$ cat src/rtl/map_overlay_cached_if.sv
// Map ROM port shared between the overlay row-cache fill engine and the
// tracer. The master raises req with a stable col/row address; the arbiter
// returns gnt together with the cell value in the same cycle.
interface map_overlay_cached_if #(
  parameter int WBITS = 4,
  parameter int HBITS = 4
);
  logic             req;
  logic             gnt;
  logic [WBITS-1:0] col;
  logic [HBITS-1:0] row;
  logic [1:0]       val;

  modport master (output req, output col, output row, input gnt, input val);
  modport slave  (input req, input col, input row, output gnt, output val);
endinterface

$ cat src/rtl/map_overlay_cached.sv
// Top-down map overlay with a one-row cell cache. While the overlay is on
// screen it draws only from the cache; the next map row is fetched during
// hblank through a req/gnt handshake, so the ROM port stays free for the
// tracer during visible pixels.
module map_overlay_cached #(
  parameter int H_VIEW    = 640,
  parameter int V_TOTAL   = 525,
  parameter int MAP_WBITS = 4,
  parameter int MAP_HBITS = 4,
  parameter int MAP_SCALE = 3,
  parameter int ORIGIN_X  = 0,
  parameter int ORIGIN_Y  = 0
) (
  input  logic                 clk,
  input  logic                 reset_n,
  input  logic [9:0]           hpos,
  input  logic [9:0]           vpos,
  input  logic                 i_enable,
  input  logic [MAP_WBITS-1:0] i_player_cx,
  input  logic [MAP_HBITS-1:0] i_player_cy,
  input  logic [MAP_SCALE-1:0] i_player_fx,
  input  logic [MAP_SCALE-1:0] i_player_fy,
  map_overlay_cached_if.master rom,
  input  logic                 i_miss_clr,
  output logic                 o_fill_miss,
  output logic                 in_map_overlay,
  output logic [5:0]           map_rgb
);

  localparam int MAP_WIDTH = 1 << MAP_WBITS;
  localparam logic [9:0] ORG_X  = 10'(ORIGIN_X);
  localparam logic [9:0] ORG_Y  = 10'(ORIGIN_Y);
  localparam logic [9:0] OV_W   = 10'(MAP_WIDTH << MAP_SCALE);
  localparam logic [9:0] OV_H   = 10'((1 << MAP_HBITS) << MAP_SCALE);
  localparam logic [9:0] HBLANK = 10'(H_VIEW);
  localparam logic [9:0] V_LAST = 10'(V_TOTAL - 1);
  localparam logic [MAP_WBITS-1:0] COL_LAST = {MAP_WBITS{1'b1}};
  localparam logic [MAP_SCALE-1:0] FRAC_ZERO = {MAP_SCALE{1'b0}};

  // Colours, BBGGRR
  localparam logic [5:0] C_PLAYER_PIX  = 6'b00_11_11;
  localparam logic [5:0] C_PLAYER_CELL = 6'b00_01_00;
  localparam logic [5:0] C_GRID        = 6'b01_00_00;
  localparam logic [5:0] C_MISS        = 6'b11_00_11;
  localparam logic [5:0] C_VAL0        = 6'b00_00_00;
  localparam logic [5:0] C_VAL1        = 6'b11_00_00;
  localparam logic [5:0] C_VAL2        = 6'b00_11_11;
  localparam logic [5:0] C_VAL3        = 6'b00_00_11;

  typedef enum logic [0:0] {
    ST_IDLE = 1'b0,
    ST_FILL = 1'b1
  } fill_state_e;

  fill_state_e          state_r;
  logic                 req_r;
  logic [MAP_WBITS-1:0] col_r;
  logic [MAP_HBITS-1:0] row_r;
  logic [1:0]           cache_val_r [MAP_WIDTH];
  logic [MAP_WIDTH-1:0] cache_vld_r;
  logic                 miss_r;

  logic [9:0]           lh_s;
  logic [9:0]           lv_s;
  logic                 in_rect_s;
  logic [MAP_WBITS-1:0] cx_s;
  logic [MAP_HBITS-1:0] cy_s;
  logic [MAP_SCALE-1:0] fx_s;
  logic [MAP_SCALE-1:0] fy_s;
  logic                 grid_s;
  logic                 player_cell_s;
  logic                 player_pix_s;
  logic                 cell_vld_s;
  logic [1:0]           cell_val_s;
  logic                 miss_hit_s;
  logic [5:0]           rgb_s;
  logic [9:0]           next_line_s;
  logic [9:0]           next_rel_s;
  logic                 trig_s;
  logic [MAP_HBITS-1:0] trig_row_s;

  assign rom.req = req_r;
  assign rom.col = col_r;
  assign rom.row = row_r;
  assign o_fill_miss    = miss_r;
  assign in_map_overlay = in_rect_s;
  assign map_rgb        = rgb_s;

  // Beam position relative to the overlay and the cell / gridline / player decode.
  // The rectangle is inclusive of the far gridline, so it is one pixel wider than
  // the map; on that pixel cx/cy wrap to 0 but the gridline decode always wins.
  always_comb begin
    lh_s          = hpos - ORG_X;
    lv_s          = vpos - ORG_Y;
    in_rect_s     = i_enable && (hpos >= ORG_X) && (vpos >= ORG_Y) &&
                    (lh_s <= OV_W) && (lv_s <= OV_H);
    cx_s          = lh_s[MAP_SCALE+MAP_WBITS-1:MAP_SCALE];
    cy_s          = lv_s[MAP_SCALE+MAP_HBITS-1:MAP_SCALE];
    fx_s          = lh_s[MAP_SCALE-1:0];
    fy_s          = lv_s[MAP_SCALE-1:0];
    grid_s        = (fx_s == FRAC_ZERO) || (fy_s == FRAC_ZERO);
    player_cell_s = (cx_s == i_player_cx) && (cy_s == i_player_cy) &&
                    (lh_s < OV_W) && (lv_s < OV_H);
    player_pix_s  = player_cell_s && (fx_s == i_player_fx) && (fy_s == i_player_fy);
    cell_vld_s    = cache_vld_r[cx_s];
    cell_val_s    = cache_val_r[cx_s];
    miss_hit_s    = in_rect_s && !grid_s && !player_cell_s && !cell_vld_s;
  end

  // Overlay colour in priority order; cache contents only matter inside a cell.
  always_comb begin
    rgb_s = C_VAL0;
    if (player_pix_s) begin
      rgb_s = C_PLAYER_PIX;
    end else if (player_cell_s) begin
      rgb_s = C_PLAYER_CELL;
    end else if (grid_s) begin
      rgb_s = C_GRID;
    end else if (!cell_vld_s) begin
      rgb_s = C_MISS;
    end else begin
      case (cell_val_s)
        2'd0:    rgb_s = C_VAL0;
        2'd1:    rgb_s = C_VAL1;
        2'd2:    rgb_s = C_VAL2;
        2'd3:    rgb_s = C_VAL3;
        default: rgb_s = C_MISS;
      endcase
    end
  end

  // Hblank trigger: the line about to be drawn is the first line of a map cell row.
  always_comb begin
    next_line_s = (vpos == V_LAST) ? 10'd0 : (vpos + 10'd1);
    next_rel_s  = next_line_s - ORG_Y;
    trig_s      = (hpos == HBLANK) && (next_line_s >= ORG_Y) && (next_rel_s < OV_H) &&
                  (next_rel_s[MAP_SCALE-1:0] == FRAC_ZERO);
    trig_row_s  = next_rel_s[MAP_SCALE+MAP_HBITS-1:MAP_SCALE];
  end

  // Row-cache fill engine: holds the address stable until granted, writes one
  // cell per grant, restarts on a new trigger and drops everything on disable.
  always_ff @(posedge clk or negedge reset_n) begin
    if (!reset_n) begin
      state_r     <= ST_IDLE;
      req_r       <= 1'b0;
      col_r       <= {MAP_WBITS{1'b0}};
      row_r       <= {MAP_HBITS{1'b0}};
      cache_vld_r <= {MAP_WIDTH{1'b0}};
      for (int i = 0; i < MAP_WIDTH; i++) begin
        cache_val_r[i] <= 2'b00;
      end
    end else begin
      case (state_r)
        ST_IDLE: begin
          if (trig_s && i_enable) begin
            state_r     <= ST_FILL;
            req_r       <= 1'b1;
            col_r       <= {MAP_WBITS{1'b0}};
            row_r       <= trig_row_s;
            cache_vld_r <= {MAP_WIDTH{1'b0}};
          end
        end
        ST_FILL: begin
          if (!i_enable) begin
            state_r     <= ST_IDLE;
            req_r       <= 1'b0;
            cache_vld_r <= {MAP_WIDTH{1'b0}};
          end else if (trig_s) begin
            col_r       <= {MAP_WBITS{1'b0}};
            row_r       <= trig_row_s;
            cache_vld_r <= {MAP_WIDTH{1'b0}};
          end else if (rom.gnt) begin
            cache_val_r[col_r] <= rom.val;
            cache_vld_r[col_r] <= 1'b1;
            col_r              <= col_r + {{(MAP_WBITS-1){1'b0}}, 1'b1};
            if (col_r == COL_LAST) begin
              state_r <= ST_IDLE;
              req_r   <= 1'b0;
            end
          end
        end
        default: begin
          state_r     <= ST_IDLE;
          req_r       <= 1'b0;
          cache_vld_r <= {MAP_WIDTH{1'b0}};
        end
      endcase
    end
  end

  // Sticky flag for cells drawn before their cache entry arrived; clear wins.
  always_ff @(posedge clk or negedge reset_n) begin
    if (!reset_n) begin
      miss_r <= 1'b0;
    end else if (i_miss_clr) begin
      miss_r <= 1'b0;
    end else if (miss_hit_s) begin
      miss_r <= 1'b1;
    end
  end

endmodule

$ cat src/flat_wrapper.sv
// flat-port wrapper written by rule: the top's interface ports become plain ports
module map_overlay_cached_flat 
#(
  parameter int H_VIEW    = 640,
  parameter int V_TOTAL   = 525,
  parameter int MAP_WBITS = 4,
  parameter int MAP_HBITS = 4,
  parameter int MAP_SCALE = 3,
  parameter int ORIGIN_X  = 0,
  parameter int ORIGIN_Y  = 0
)
  (clk, reset_n, hpos, vpos, i_enable, i_player_cx, i_player_cy, i_player_fx, i_player_fy, i_miss_clr, o_fill_miss, in_map_overlay, map_rgb, rom_req, rom_col, rom_row, rom_gnt, rom_val);
  map_overlay_cached_if #(.WBITS(4), .HBITS(4)) rom_i ();
  input  logic clk;
  input  logic reset_n;
  input  logic [9:0] hpos;
  input  logic [9:0] vpos;
  input  logic i_enable;
  input  logic [MAP_WBITS-1:0] i_player_cx;
  input  logic [MAP_HBITS-1:0] i_player_cy;
  input  logic [MAP_SCALE-1:0] i_player_fx;
  input  logic [MAP_SCALE-1:0] i_player_fy;
  input  logic i_miss_clr;
  output logic o_fill_miss;
  output logic in_map_overlay;
  output logic [5:0] map_rgb;
  output wire logic [$bits(rom_i.req)-1:0] rom_req;
  output wire logic [$bits(rom_i.col)-1:0] rom_col;
  output wire logic [$bits(rom_i.row)-1:0] rom_row;
  input wire logic [$bits(rom_i.gnt)-1:0] rom_gnt;
  input wire logic [$bits(rom_i.val)-1:0] rom_val;
  assign rom_req = rom_i.req;
  assign rom_col = rom_i.col;
  assign rom_row = rom_i.row;
  assign rom_i.gnt = rom_gnt;
  assign rom_i.val = rom_val;
  map_overlay_cached #(.H_VIEW(H_VIEW), .V_TOTAL(V_TOTAL), .MAP_WBITS(MAP_WBITS), .MAP_HBITS(MAP_HBITS), .MAP_SCALE(MAP_SCALE), .ORIGIN_X(ORIGIN_X), .ORIGIN_Y(ORIGIN_Y)) u_core (.clk(clk), .reset_n(reset_n), .hpos(hpos), .vpos(vpos), .i_enable(i_enable), .i_player_cx(i_player_cx), .i_player_cy(i_player_cy), .i_player_fx(i_player_fx), .i_player_fy(i_player_fy), .rom(rom_i), .i_miss_clr(i_miss_clr), .o_fill_miss(o_fill_miss), .in_map_overlay(in_map_overlay), .map_rgb(map_rgb));
endmodule
$ cat config.mk
export PLATFORM = sky130hd
export DESIGN_NAME = map_overlay_cached_flat
export DESIGN_NICKNAME = d
export VERILOG_FILES = /design/src/rtl/map_overlay_cached_if.sv /design/src/rtl/map_overlay_cached.sv /design/src/flat_wrapper.sv
export SDC_FILE = /design/constraint.sdc
export NUM_CORES = 1
export LEC_CHECK = 0
export BUFFER_PORTS_ARGS = -buffer_cell sky130_fd_sc_hd__buf_2
export CAP_MARGIN = 20
export CELL_PAD_IN_SITES_DETAIL_PLACEMENT = 0
export CELL_PAD_IN_SITES_GLOBAL_PLACEMENT = 1
export CORE_MARGIN = 1
export CORE_UTILIZATION = 36
export CTS_BUF_LIST = sky130_fd_sc_hd__clkbuf_8
export CTS_CLUSTER_DIAMETER = 200
export CTS_CLUSTER_SIZE = 30
export DETAILED_ROUTE_END_ITERATION = 8
export GPL_TIMING_DRIVEN = 0
export PLACE_DENSITY = 0.64
export SYNTH_ARGS = -nofsm -noshare
export SYNTH_HDL_FRONTEND = slang
export SYNTH_SLANG_ARGS = --single-unit
$ cat constraint.sdc
create_clock -name clk -period 2.2 [get_ports clk]
set_input_delay 0.11 -clock clk [delete_from_list [all_inputs] [get_ports clk]]
set_output_delay 0.11 -clock clk [all_outputs]
set_load 0.005 [all_outputs]
Word-level counts from Yosys, hierarchy flattened
Index checks and enable logic that the tools add are counted.
{"block": "op_classes", "n_addsub": 2, "magnitude_cmp": 14, "n_eq_ne": 18, "n_mux": 44, "n_bitwise": 5, "n_reduce_logical": 32}
{"cell": "$mux W16", "n": 4}
{"cell": "$bwmux W32", "n": 1}
{"cell": "$pmux W16 S2", "n": 1}
{"cell": "$ge A10 B1 Y1 const B", "n": 3}
{"cell": "$lt A10 B8 Y1 const B", "n": 3}
{"cell": "$mux W4", "n": 7}
{"cell": "$mux W6", "n": 4}
{"cell": "$pmux W6 S4", "n": 1}
{"cell": "$eq A10 B10 Y1 const B", "n": 2}
{"cell": "$le A10 B8 Y1 const B", "n": 2}
{"cell": "$logic_and A1 B1 Y1", "n": 18}
{"cell": "$or A16 B16 Y16", "n": 1}
{"cell": "$pmux W4 S2", "n": 2}
{"cell": "$mux W1", "n": 14}
{"cell": "$ne A3 B3 Y1 const B", "n": 4}
{"cell": "$add A10 B1 Y10 const B", "n": 1}
{"cell": "$ge A5 B5 Y1 const B", "n": 2}
{"cell": "$lt A4 B5 Y1 const B", "n": 2}
{"cell": "$mux W10", "n": 1}
{"cell": "$not A4 Y5", "n": 2}
{"cell": "$logic_not A3 Y1", "n": 3}
{"cell": "$bmux W2 S4", "n": 1}
{"cell": "$demux W2 S4", "n": 1}
{"cell": "$eq A4 B4 Y1", "n": 2}
{"cell": "22 further kinds", "n": 33}
{"block": "totals", "ff_bits": 59, "output_inout_bits": 17, "word_cells": 137}

Longest topological paths before layout
Gate-level depths: netlist of run 1.
{"block": "depth", "word_depth": 10, "mapped_depth": 9}

Worst setup path after synthesis of run 1
Ideal clock, no wire load.
{"block": "synth_path", "path_kind": "input to register", "start": "input vpos[0]", "end": "register u_core.cache_val_r[23] (netlist name)", "arrival_ps": 1741, "required_ps": 2075, "setup_slack_ps": 334, "cell_stages": 8, "cell_sequence": "ha_1 nand3_1 a2111oi_0 o221a_2 o21ai_2 buf_6 nand4_1 mux2_2"}
{"block": "synth_via", "elab_chain_cells": 8, "word_cells_on_any_way": 11, "classes_between": "1 x add/sub; 2 x order compare; 1 x eq/ne; 1 x mux; 1 x bitwise; 5 x reduce/logical"}
{"element": "from (decl)", "line_no": "flat_wrapper.sv:17", "rtl": "input logic [9:0] vpos;"}
{"element": "$add A10 B1 Y10 or $eq A10 B10 Y1 (tied branches)", "line_no": "map_overlay_cached.sv:134", "rtl": "next_line_s = (vpos == V_LAST) ? 10'd0 : (vpos + 10'd1);"}
{"element": "$mux W10 (*)", "line_no": "map_overlay_cached.sv:134"}
{"element": "$ge A10 B1 Y1", "line_no": "map_overlay_cached.sv:136", "rtl": "trig_s = (hpos == HBLANK) && (next_line_s >= ORG_Y) && (next_rel_s < OV_H) &&"}
{"element": "$logic_and A1 B1 Y1 (2 in series)", "line_no": "map_overlay_cached.sv:136"}
{"element": "$logic_and A1 B1 Y1 (*)", "line_no": "map_overlay_cached.sv:136"}
{"element": "$not A1 Y1 (no line) (*)"}
{"element": "$reduce_and A4 Y1 (no line) (*)"}
{"element": "to (signal, indexed assignment)", "line_no": "map_overlay_cached.sv:174", "rtl": "cache_val_r[col_r] <= rom.val;"}
{"element": "to (decl)", "line_no": "map_overlay_cached.sv:59", "rtl": "logic [1:0] cache_val_r [MAP_WIDTH];"}
Mark *: on every way between the ends. The rest lies on a longest branch, timed or not.
A chain may end at the register's enable or synchronous reset.

Worst setup path in the final report of run 1
{"block": "layout_path", "start": "register u_core.cache_vld_r[12]", "end": "output map_rgb[2]"}
{"block": "layout_via", "elab_chain_cells": 6}
{"element": "from (decl)", "line_no": "map_overlay_cached.sv:60", "rtl": "logic [MAP_WIDTH-1:0] cache_vld_r;"}
{"element": "from (signal assigned)", "line_no": "map_overlay_cached.sv:149", "rtl": "cache_vld_r <= {MAP_WIDTH{1'b0}};"}
{"element": "from (signal assigned)", "line_no": "map_overlay_cached.sv:161", "rtl": "cache_vld_r <= {MAP_WIDTH{1'b0}};"}
{"element": "from (signal assigned)", "line_no": "map_overlay_cached.sv:168", "rtl": "cache_vld_r <= {MAP_WIDTH{1'b0}};"}
{"element": "$bmux W1 S4", "line_no": "map_overlay_cached.sv:105", "rtl": "cell_vld_s = cache_vld_r[cx_s];"}
{"element": "$mux W1 (not written as such)", "line_no": "map_overlay_cached.sv:105"}
{"element": "$mux W6", "line_no": "map_overlay_cached.sv:119", "rtl": "end else if (!cell_vld_s) begin"}
{"element": "$mux W6", "line_no": "map_overlay_cached.sv:117", "rtl": "end else if (grid_s) begin"}
{"element": "$mux W6", "line_no": "map_overlay_cached.sv:115", "rtl": "end else if (player_cell_s) begin"}
{"element": "$mux W6", "line_no": "map_overlay_cached.sv:113", "rtl": "if (player_pix_s) begin"}
{"element": "to (decl)", "line_no": "flat_wrapper.sv:26", "rtl": "output logic [5:0] map_rgb;"}
No other way between the ends. The select of a mux whose other input is x is not followed.

==> results_dict.tcl, run 1 <==
set metrics [dict create \
    synth_seq_cells 59 \
    grt_max_degree 41 \
    gr-total-overflow 0 \
    clock-sinks 59 \
    seqCellArea_um2 1480 \
    ys_top_cells_by_area "dfrtp_1 44%, mux2_2 11%, mux4_2 6.1%, nand4_1 4.1%, xnor2_1 3.4%" \
    firstDrtPassIters 7 \
    die-area_um2 9690 \
    synth_fp_nets 355 \
    routabilityCongestion 0.773 \
    portBuffers 53 \
    final_nets 424 \
    max_cap_viol_count 0 \
    yosysTopAreaCell "dfrtp_1" \
    place.detailed.hpwl_mm 6.15 \
    worst_setup_path_end_kind "output pin" \
    start_kind "register" \
    place_ws_ns -0.0859 \
    fmax_mhz 459 \
    synthArstFlopShare_pct 100 \
    rows 34 \
    crit_type "register to output pin" \
    fp.dieH_um 98.5 \
    cp_data_arrival_time_ns 2.07 \
    p_int_uw 1780 \
    route.detailed.drc 10 \
    antenna-diode-count 0 \
    yosys_warnings 0 \
    tightestPinTransition_ns 0.647 \
    clkLatencyLatePin_ns 0.33 \
    finalCritPeriodShare_pct 98.9 \
    grt_pass1_wl_mm 13.9 \
    numCtsBuffers 9 \
    cts_max_level 3 \
    area_growth_syn_to_layout_pct 20.8 \
    ys_types 42 \
    routedWlPerCell_um 17.3 \
    drt-vias-per-instance 5.38 \
    synthCells 308 \
    cts_tree "built" \
    p_clk_share_pct 43.3 \
    violations "design-rule violations" \
    vias 2624 \
    p_seq_share_pct 46.5 \
    rsz0062_at_grt "yes" \
    syn_avg_cell_area_um2 10.9 \
    fp.dieW_um 98.5 \
    clk_pin_slew_ns 0.07 \
    hold_viol 0 \
    fin_skew_ns 0.00464 \
    cp.required_ns 2.09 \
    initial_core_util_pct 37.9 \
    drtIter0Drc 123 \
    seq_area_frac_synth_pct 44.1 \
    cts_root_buf "clkbuf_8" \
    grt_pass1_vias 2670 \
    p_switching_uw 559 \
    core_area_um2 8850 \
    synth_flop_cell "dfrtp_1" \
    setup-violations-final 0 \
    leakagePower_uw 0.00193 \
    p_comb_share_pct 10.2 \
    slew_headroom_pct 56.5 \
    status "finished with violations" \
    clk_path_buf_depth 2 \
    p_sw_share_pct 23.9 \
    nFillCells 870 \
    power.density_nw_per_um2 579 \
    cp_max_fo 3 \
    yosys.area.top_type_share_pct 44.1 \
    synth_edf_count 0 \
    worst_hold_slack_ns 0.105 \
    antenna_left 0 \
    synthesis.area_um2 3350 \
    final_layout_size_suffix_gt1_share_pct 35.0 \
    ios 58 \
    antenna_found_initial 0 \
    fin_crit_ns 2.18 \
    slew_violations 0 \
    vdd_ir_drop_max_uv 393 \
    drt_wl_total_mm 8.45 \
    grt_usage_pct 18.6 \
    setup_ws_ns 0.0237 \
    multi_input_area_um2 1750 \
    hp-class "primary input to register" \
]
[repair_timing]
action / in CTS / in global routing
pin swaps: 5 / 3
gates resized for setup: 3 / 10
hold buffers: 2 / 0
endpoints found under the hold margin: 20 / 0
setup buffers: 2 / 1
setup endpoints to repair: 3 / 10
[critical path, cell delays in order (launching register included)]
cell and delay, ns:
dfrtp_1 0.39, mux4_2 0.48, a32oi_1 0.23, o21a_2 0.22, buf_6 0.11, nor3_2 0.03, a21o_1 0.16, buf_2 0.12
[registers in the layout (all words and copies together) (netlist names)]
name / cells
u_core.state_r: 1
u_core.cache_vld_r: 16
u_core.rom.row: 4
u_core.o_fill_miss: 1
u_core.cache_val_r: 32
u_core.rom.col: 4
u_core.rom.req: 1
[routing by layer]
| layer | GRT usage (%) | vias to the layer above | routed length [um] |
|---|---|---|---|
| met1 | 26.4 | 1271 | 4130 |
| met3 | 3.76 | 6 | 467 |
| met2 | 29.0 | 69 | 3770 |
| met5 | 0 | - | 0 |
| met4 | 5.51 | 0 | 80 |
| li1 | - | 1278 | - |
[through the flow]
stage | cells | util, % | area (um^2) | power (uW) | setup TNS [ns]
floorplan | 308 | - | 3350 | 1220 | 0
finish | 488 | 45.7 | 4050 | 2340 | 0
global route | 488 | 45.7 | 4050 | 2450 | -0.117
CTS | 487 | 45.2 | 4000 | 2370 | 0
global placement | 469 | 42.4 | 3750 | 1340 | -1.35
detailed placement | 470 | 42.6 | 3770 | 1340 | -1.83
[layout make-up]
type	count	share of cell area, %
buffer	22	2.84
clock buffer	12	4.08
clock inverter	2	0.866
inverter	9	0.835
multi-input combinational	217	43.3
sequential	59	36.5
tap	108	3.34
timing repair buffer	59	8.28
[worst paths after layout]
path | slack, ns | startpoint | cells after the start | end
max | 0.02 | u_core.cache_vld_r[12]$_DFFE_PN0P_ | 7 | map_rgb[2]
min in group asynchronous | 0.28 | reset_n | 2 | u_core.rom.col[0]$_DFFE_PN0P_
min | 0.10 | rom_val[1] | 2 | u_core.cache_val_r[23]$_DFFE_PN0P_
min reg2reg | 0.48 | u_core.state_r$_DFF_PN0_ | 1 | u_core.rom.req$_DFFE_PN0P_
max reg2reg | 0.13 | u_core.state_r$_DFF_PN0_ | 5 | u_core.cache_val_r[1]$_DFFE_PN0P_
max in group asynchronous | 1.34 | reset_n | 3 | u_core.cache_val_r[16]$_DFFE_PN0P_
[placed cells by master (no fill, tap or decap), drive strengths merged, types with 7 or more instances in the layout]
| cell type | netlist | routed |
|---|---|---|
| xor2 | 8 | 8 |
| a31oi | 17 | 17 |
| buf | 10 | 66 |
| clkbuf | 13 | 25 |
| nor2 | 27 | 27 |
| nand2 | 10 | 10 |
| mux4 | 9 | 9 |
| nand3 | 7 | 7 |
| mux2 | 34 | 34 |
| xnor2 | 13 | 13 |
| dfrtp | 59 | 59 |
| nor2b | 7 | 7 |
| inv | 9 | 9 |
| a21oi | 9 | 9 |
| nand4 | 22 | 22 |
[cell usage after synthesis (2+ instances only)]
| master | instances |
|---|---|
| a21oi_1 | 9 |
| a221oi_1 | 3 |
| a31oi_1 | 17 |
| a32oi_1 | 3 |
| and2_1 | 3 |
| and4_1 | 2 |
| buf_2 | 2 |
| buf_4 | 5 |
| buf_6 | 2 |
| clkbuf_1 | 13 |
| dfrtp_1 | 59 |
| ha_1 | 6 |
| inv_1 | 9 |
| mux2_2 | 33 |
| mux2i_1 | 6 |
| mux4_2 | 9 |
| nand2_1 | 10 |
| nand3_1 | 7 |
| nand4_1 | 22 |
| nor2_1 | 27 |
| nor2b_1 | 7 |
| nor3_1 | 6 |
| nor4_1 | 2 |
| o21a_1 | 3 |
| o21ai_0 | 4 |
| o21ai_2 | 2 |
| o31ai_1 | 2 |
| or3_1 | 2 |
| xnor2_1 | 13 |
| xor2_1 | 8 |
[power groups by stage]
stage	sequential (uW)	clock [uW]	combinational, uW
3_5_place_dp	1110	0	232
5_1_grt	1090	1090	267
3_3_place_gp	1110	0	228
2_1_floorplan	1110	0	114
4_1_cts	1090	1040	238
6_report	1090	1020	238
[kinds of logic after synthesis]
logic type	Yosys count	synth area share, %
simple gates	90	13.8
flops	59	44.1
compound gates	51	10.5
mux	49	19.3
buf+inv	32	4.67
xor+xnor	21	5.49
fa+ha+maj	6	2.24
No activity file was read; power rests on OpenSTA's default activity.
==> run 2, diff against run 1 <==
--- a/config.mk
+++ b/config.mk
@@ -9,6 +9,7 @@
 export CAP_MARGIN = 20
 export CELL_PAD_IN_SITES_DETAIL_PLACEMENT = 0
 export CELL_PAD_IN_SITES_GLOBAL_PLACEMENT = 1
+export CORE_ASPECT_RATIO = 0.5
 export CORE_MARGIN = 1
 export CORE_UTILIZATION = 36
 export CTS_BUF_LIST = sky130_fd_sc_hd__clkbuf_8
==> run 2 against run 1 <==
The flow still finishes with violations (design-rule violations). Via count rose by 2.2%. First-iteration DRC count is 6.5% lower. Clock-buffer cell count shrank 2. Die area is 0.24% higher. Hold slack lost 0.017 ns. Setup slack improved by 0.071 ns. Critical endpoint unchanged.
==> results_dict.tcl, run 2 (same netlist as run 1, synthesis figures left out) <==
set metrics [dict create \
    status "finished with violations" \
    violations "design-rule violations" \
    ios 58 \
    area_growth_syn_to_layout_pct 20.8 \
    vias 2681 \
    setup-violations-final 0 \
    crit_type "register to output pin" \
    cts_root_buf "clkbuf_8" \
    cp_max_fo 5 \
    cts_max_level 3 \
    final_layout_size_suffix_gt1_share_pct 35.9 \
    clock-sinks 59 \
    antenna_found_initial 0 \
    hp-class "primary input to register" \
    worst_setup_path_end_kind "output pin" \
    vdd_ir_drop_max_uv 325 \
    core_area_um2 8860 \
    place_ws_ns -0.0876 \
    wl_met2_mm 4.05 \
    clk_pin_slew_ns 0.07 \
    slew_violations 0 \
    grt_usage_pct 19.6 \
    grt_pass1_vias 2775 \
    top_register "u_core.cache_val_r" \
    clk_path_buf_depth 2 \
    antenna-diode-count 0 \
    final_nets 424 \
    grt_pass1_wl_mm 14.6 \
    place.detailed.hpwl_mm 6.60 \
    min_from "rom_val[0]" \
    fin_crit_ns 2.10 \
    portBuffers 53 \
    fin_skew_ns 0.0106 \
    power.density_nw_per_um2 544 \
    routedWlPerCell_um 17.8 \
    fp.dieH_um 70.2 \
    setup_ws_ns 0.0951 \
    numCtsBuffers 9 \
    cp.required_ns 2.09 \
    dpl.cell_count 479 \
    initial_core_util_pct 37.8 \
    r2r_start "u_core.state_r$_DFF_PN0_" \
    largest_reg_flops 32 \
    routabilityCongestion 0.866 \
    final_cells 499 \
    reg_top3 "u_core.cache_val_r (32), u_core.cache_vld_r (16)" \
    min_delay_worst_endpoint "u_core.cache_val_r[22]$_DFFE_PN0P_" \
    grt_max_degree 42 \
    reg2reg_depth 5 \
    worstReg2RegEnd "u_core.cache_val_r[22]$_DFFE_PN0P_" \
    cp_data_arrival_time_ns 1.99 \
    clkLatencyLatePin_ns 0.35 \
    fin_tns_setup_ns 0 \
    cts_tree "built" \
    worstHoldPathCells 2 \
    max_cap_viol_count 0 \
    drt-met1-wl_mm 4.22 \
    routed-wl-met3_um 515 \
    layout_common_cells "59 x dfrtp_1, 55 x buf_2, 33 x mux2_2" \
    rows 24 \
    hold_viol 0 \
    route.detailed.drc 12 \
    final_common_cell "dfrtp_1" \
    reg2reg_slack_ns 0.31 \
    final_util_pct 45.7 \
    drtIter0Drc 115 \
    finalCritPeriodShare_pct 95.7 \
    routed.top_layer "met4" \
    fmax_mhz 475 \
    gr-total-overflow 0 \
    tightestPinTransition_ns 0.583 \
    fp.dieW_um 138 \
    drt_wl_total_mm 8.87 \
    slew_headroom_pct 61.0 \
    leakagePower_uw 0.00192 \
    firstDrtPassIters 7 \
    drt-vias-per-instance 5.37 \
    antenna_left 0 \
    start_kind "register" \
    die-area_um2 9720 \
]
## run 2: changes by cell type in the layout (fill, tap and decap cells not counted), sizes merged
cell | before | now
clkbuf | 25 | 23
clkinv | 1 | 3
inv | 9 | 11
bufinv | 1 | 0
clkinvlp | 0 | 1
## run 2: report_power, final
group | internal, uW | switching [uW]
logic | 95.1 | 147
registers | 1090 | 2.67
clock network | 428 | 439
## run 2: critical path, cell delays in order, from the launching register on
cell and delay [ns]:
dfrtp_1 0.38, mux4_2 0.49, a32oi_1 0.19, o21a_2 0.23, nor3_2 0.06, a21o_1 0.18
buf_2 0.13
## run 2: worst max-delay path by stage
| stage | start | to | slack, ns | depth (start not counted) |
|---|---|---|---|---|
| floorplan | vpos[0] | u_core.cache_val_r[23]$_DFFE_PN0P_ | 0.33 | 8 |
| global placement | vpos[0] | u_core.cache_val_r[19]$_DFFE_PN0P_ | -0.14 | 9 |
| detailed placement | vpos[0] | u_core.cache_val_r[9]$_DFFE_PN0P_ | -0.09 | 9 |
| CTS | u_core.cache_val_r[0]$_DFFE_PN0P_ | map_rgb[2] | 0.007 | 6 |
| global route | u_core.cache_vld_r[15]$_DFFE_PN0P_ | map_rgb[1] | -0.02 | 6 |
| finish | u_core.cache_vld_r[15]$_DFFE_PN0P_ | map_rgb[2] | 0.1 | 6 |
## run 2: final cells by class
cell class / instances / area [um^2]
buffer: 22 / 115
clock buffer: 10 / 138
clock inverter: 6 / 33.8
fill: 853 / 4810
inverter: 9 / 33.8
multi-input combinational: 217 / 1780
sequential: 59 / 1480
tap: 117 / 146
timing repair buffer: 59 / 328
## run 2: per-stage QoR
step / hold WS (ns) / cell area (um^2) / total power (uW)
floorplan: -0.186 / 3350 / 1220
global placement: 0.264 / 3760 / 1340
detailed placement: 0.106 / 3780 / 1350
CTS: 0.0827 / 3970 / 2220
global route: 0.0860 / 4050 / 2310
finish: 0.0875 / 4050 / 2200
## run 2: timing repair
item	CTS	global route
pin swaps	3	4
resized for setup	2	12
setup buffers	1	2
hold endpoints to repair	19	0
endpoints found under the setup margin	4	17
hold buffers	2	0
## run 2: layer usage
| layer | GRT usage, % | vias up |
|---|---|---|
| met5 | 0 | - |
| li1 | - | 1274 |
| met1 | 26.9 | 1328 |
| met4 | 6.62 | 0 |
| met2 | 29.9 | 68 |
| met3 | 5.49 | 11 |
==> run 3, diff against run 2 <==
--- a/config.mk
+++ b/config.mk
@@ -12,12 +12,12 @@
 export CORE_ASPECT_RATIO = 0.5
 export CORE_MARGIN = 1
 export CORE_UTILIZATION = 36
-export CTS_BUF_LIST = sky130_fd_sc_hd__clkbuf_8
 export CTS_CLUSTER_DIAMETER = 200
 export CTS_CLUSTER_SIZE = 30
 export DETAILED_ROUTE_END_ITERATION = 8
 export GPL_TIMING_DRIVEN = 0
 export PLACE_DENSITY = 0.64
+export SKIP_CTS_REPAIR_TIMING = 1
 export SYNTH_ARGS = -nofsm -noshare
 export SYNTH_HDL_FRONTEND = slang
 export SYNTH_SLANG_ARGS = --single-unit
==> run 3 against run 2 <==
The flow still finishes with violations (design-rule violations). Cell count shrank 0.40%. Via count shrank 1.2%. Combinational power is essentially flat. Clock power grew 47%. Power grew 19%. Clock skew shrank 0.0023 ns. Sequential power is essentially flat. Global-route usage grew 0.18 points. Hold slack gained 0.021 ns. Critical endpoint is now map_rgb[4]. Largest cell class unchanged.
==> results_dict.tcl, run 3 (same netlist as run 1, synthesis figures left out) <==
set metrics [dict create \
    route.detailed.drc 12 \
    fp.dieW_um 138 \
    numCtsBuffers 9 \
    slew_violations 0 \
    cp.required_ns 2.09 \
    clock-sinks 59 \
    place.detailed.hpwl_mm 6.60 \
    total_power_uw 2610 \
    final_nets 422 \
    reg2reg_slack_ns 0.31 \
    leakagePower_uw 0.00196 \
    routabilityCongestion 0.866 \
    reg_top3 "u_core.cache_val_r (32), u_core.cache_vld_r (16)" \
    crit_type "register to output pin" \
    place_ws_ns -0.0876 \
    drt_wl_total_mm 8.83 \
    cp_data_arrival_time_ns 2.01 \
    drtIter0Drc 125 \
    antenna_found_initial 0 \
    final_layout_size_suffix_gt1_share_pct 34.7 \
    initial_core_util_pct 37.8 \
    routedWlPerCell_um 17.8 \
    power.density_nw_per_um2 633 \
    largest_reg_flops 32 \
    grt_pass1_wl_mm 14.6 \
    grt_usage_pct 19.8 \
    tightestPinTransition_ns 0.599 \
    area_growth_syn_to_layout_pct 23.2 \
    top_register "u_core.cache_val_r" \
    ios 58 \
    rsz0062_at_grt "yes" \
    cp_max_fo 4 \
    max_cap_viol_count 0 \
    cts_root_buf "clkbuf_16" \
    clk_pin_slew_ns 0.06 \
    worst_hold_slack_ns 0.109 \
    core_area_um2 8860 \
    cts_max_level 3 \
    gr-total-overflow 0 \
    setup-violations-final 0 \
    critPathMaxStageDelay_ns 0.47 \
    finalCritPeriodShare_pct 96.5 \
    vdd_ir_drop_max_uv 328 \
    fp.dieH_um 70.2 \
    drt-vias-per-instance 5.33 \
    violations "design-rule violations" \
    antenna-diode-count 0 \
    portBuffers 53 \
    clkLatencyLatePin_ns 0.33 \
    layout_common_cells "59 x dfrtp_1, 54 x buf_2, 33 x mux2_2" \
    clk_path_buf_depth 2 \
    fin_crit_ns 2.12 \
    grt_pass1_vias 2775 \
    die-area_um2 9720 \
    vias 2649 \
    slew_headroom_pct 59.9 \
    fmax_mhz 471 \
    fin_skew_ns 0.00829 \
    cts_tree "built" \
    cp_common_cell "a21oi_1" \
    start_kind "register" \
    crit_path_top_delay_cell "mux4_2" \
    hp-class "primary input to register" \
    final_common_cell "dfrtp_1" \
    worstPathCellList "mux4_2, a32oi_1, o21a_1, a21oi_1, a21oi_1, buf_2" \
    firstDrtPassIters 6 \
    setup_ws_ns 0.0771 \
    grt_max_degree 42 \
    hold_viol 0 \
    status "finished with violations" \
    antenna_left 0 \
    rows 24 \
    worst_setup_path_end_kind "output pin" \
]
[run 3: cell types whose count changed in the layout (fill, tap and decap cells not counted), moves of 2 or more]
cell	previous run	this run
a221oi_1	0	2
a221oi_2	3	1
buf_4	7	5
clkbuf_1	13	15
clkbuf_16	0	9
clkbuf_8	10	1
inv_1	11	9
[run 3: metrics by stage]
stage | utilization [%] | std cells | cell area, um^2 | setup TNS (ns)
floorplan | - | 308 | 3350 | 0
global placement | 42.5 | 478 | 3760 | -4.51
detailed placement | 42.7 | 479 | 3780 | -2.22
CTS | 45.8 | 495 | 4050 | -0.234
global route | 46.6 | 497 | 4130 | -0.0198
finish | 46.6 | 497 | 4130 | 0
[run 3: final timing paths]
check,cells past startpoint,from,to
worst max-delay path,6,u_core.cache_val_r[3]$_DFFE_PN0P_,map_rgb[4]
worst min-delay path,2,rom_val[0],u_core.cache_val_r[22]$_DFFE_PN0P_
worst max register to register,5,u_core.state_r$_DFF_PN0_,u_core.cache_val_r[22]$_DFFE_PN0P_
worst min register to register,1,u_core.state_r$_DFF_PN0_,u_core.rom.req$_DFFE_PN0P_
max in group asynchronous,3,reset_n,u_core.cache_vld_r[2]$_DFFE_PN0P_
min in group asynchronous,2,reset_n,u_core.rom.col[1]$_DFFE_PN0P_
[run 3: layout make-up]
type | instances | area [um^2]
fill | 844 | 4730
sequential | 59 | 1480
inverter | 9 | 33.8
timing repair buffer | 57 | 319
clock inverter | 4 | 26.3
multi-input combinational | 217 | 1760
clock buffer | 12 | 246
tap | 117 | 146
buffer | 22 | 115
[run 3: critical path, delay by kind of cell, from the launching register on]
family / cells / cell delay, ns
multiplexers: 1 / 0.47
flip-flops: 1 / 0.38
AO/OA/AOI/OAI: 4 / 0.71
buffers and inverters: 1 / 0.13
[run 3: per-layer routing]
metal  vias up  GRT usage (%)  wire length, um
li1       1271              -                -
met1      1296           26.7             4210
met2        69           29.7             3910
met3        13           6.10              572
met4         0           7.87              140
met5         -              0                0
[run 3: power by group]
part           total [uW]  switching [uW]  internal [uW]
Clock                1280             487            790
Sequential           1090            2.79           1090
Combinational         244             147           97.1
Total                2610             637           1980
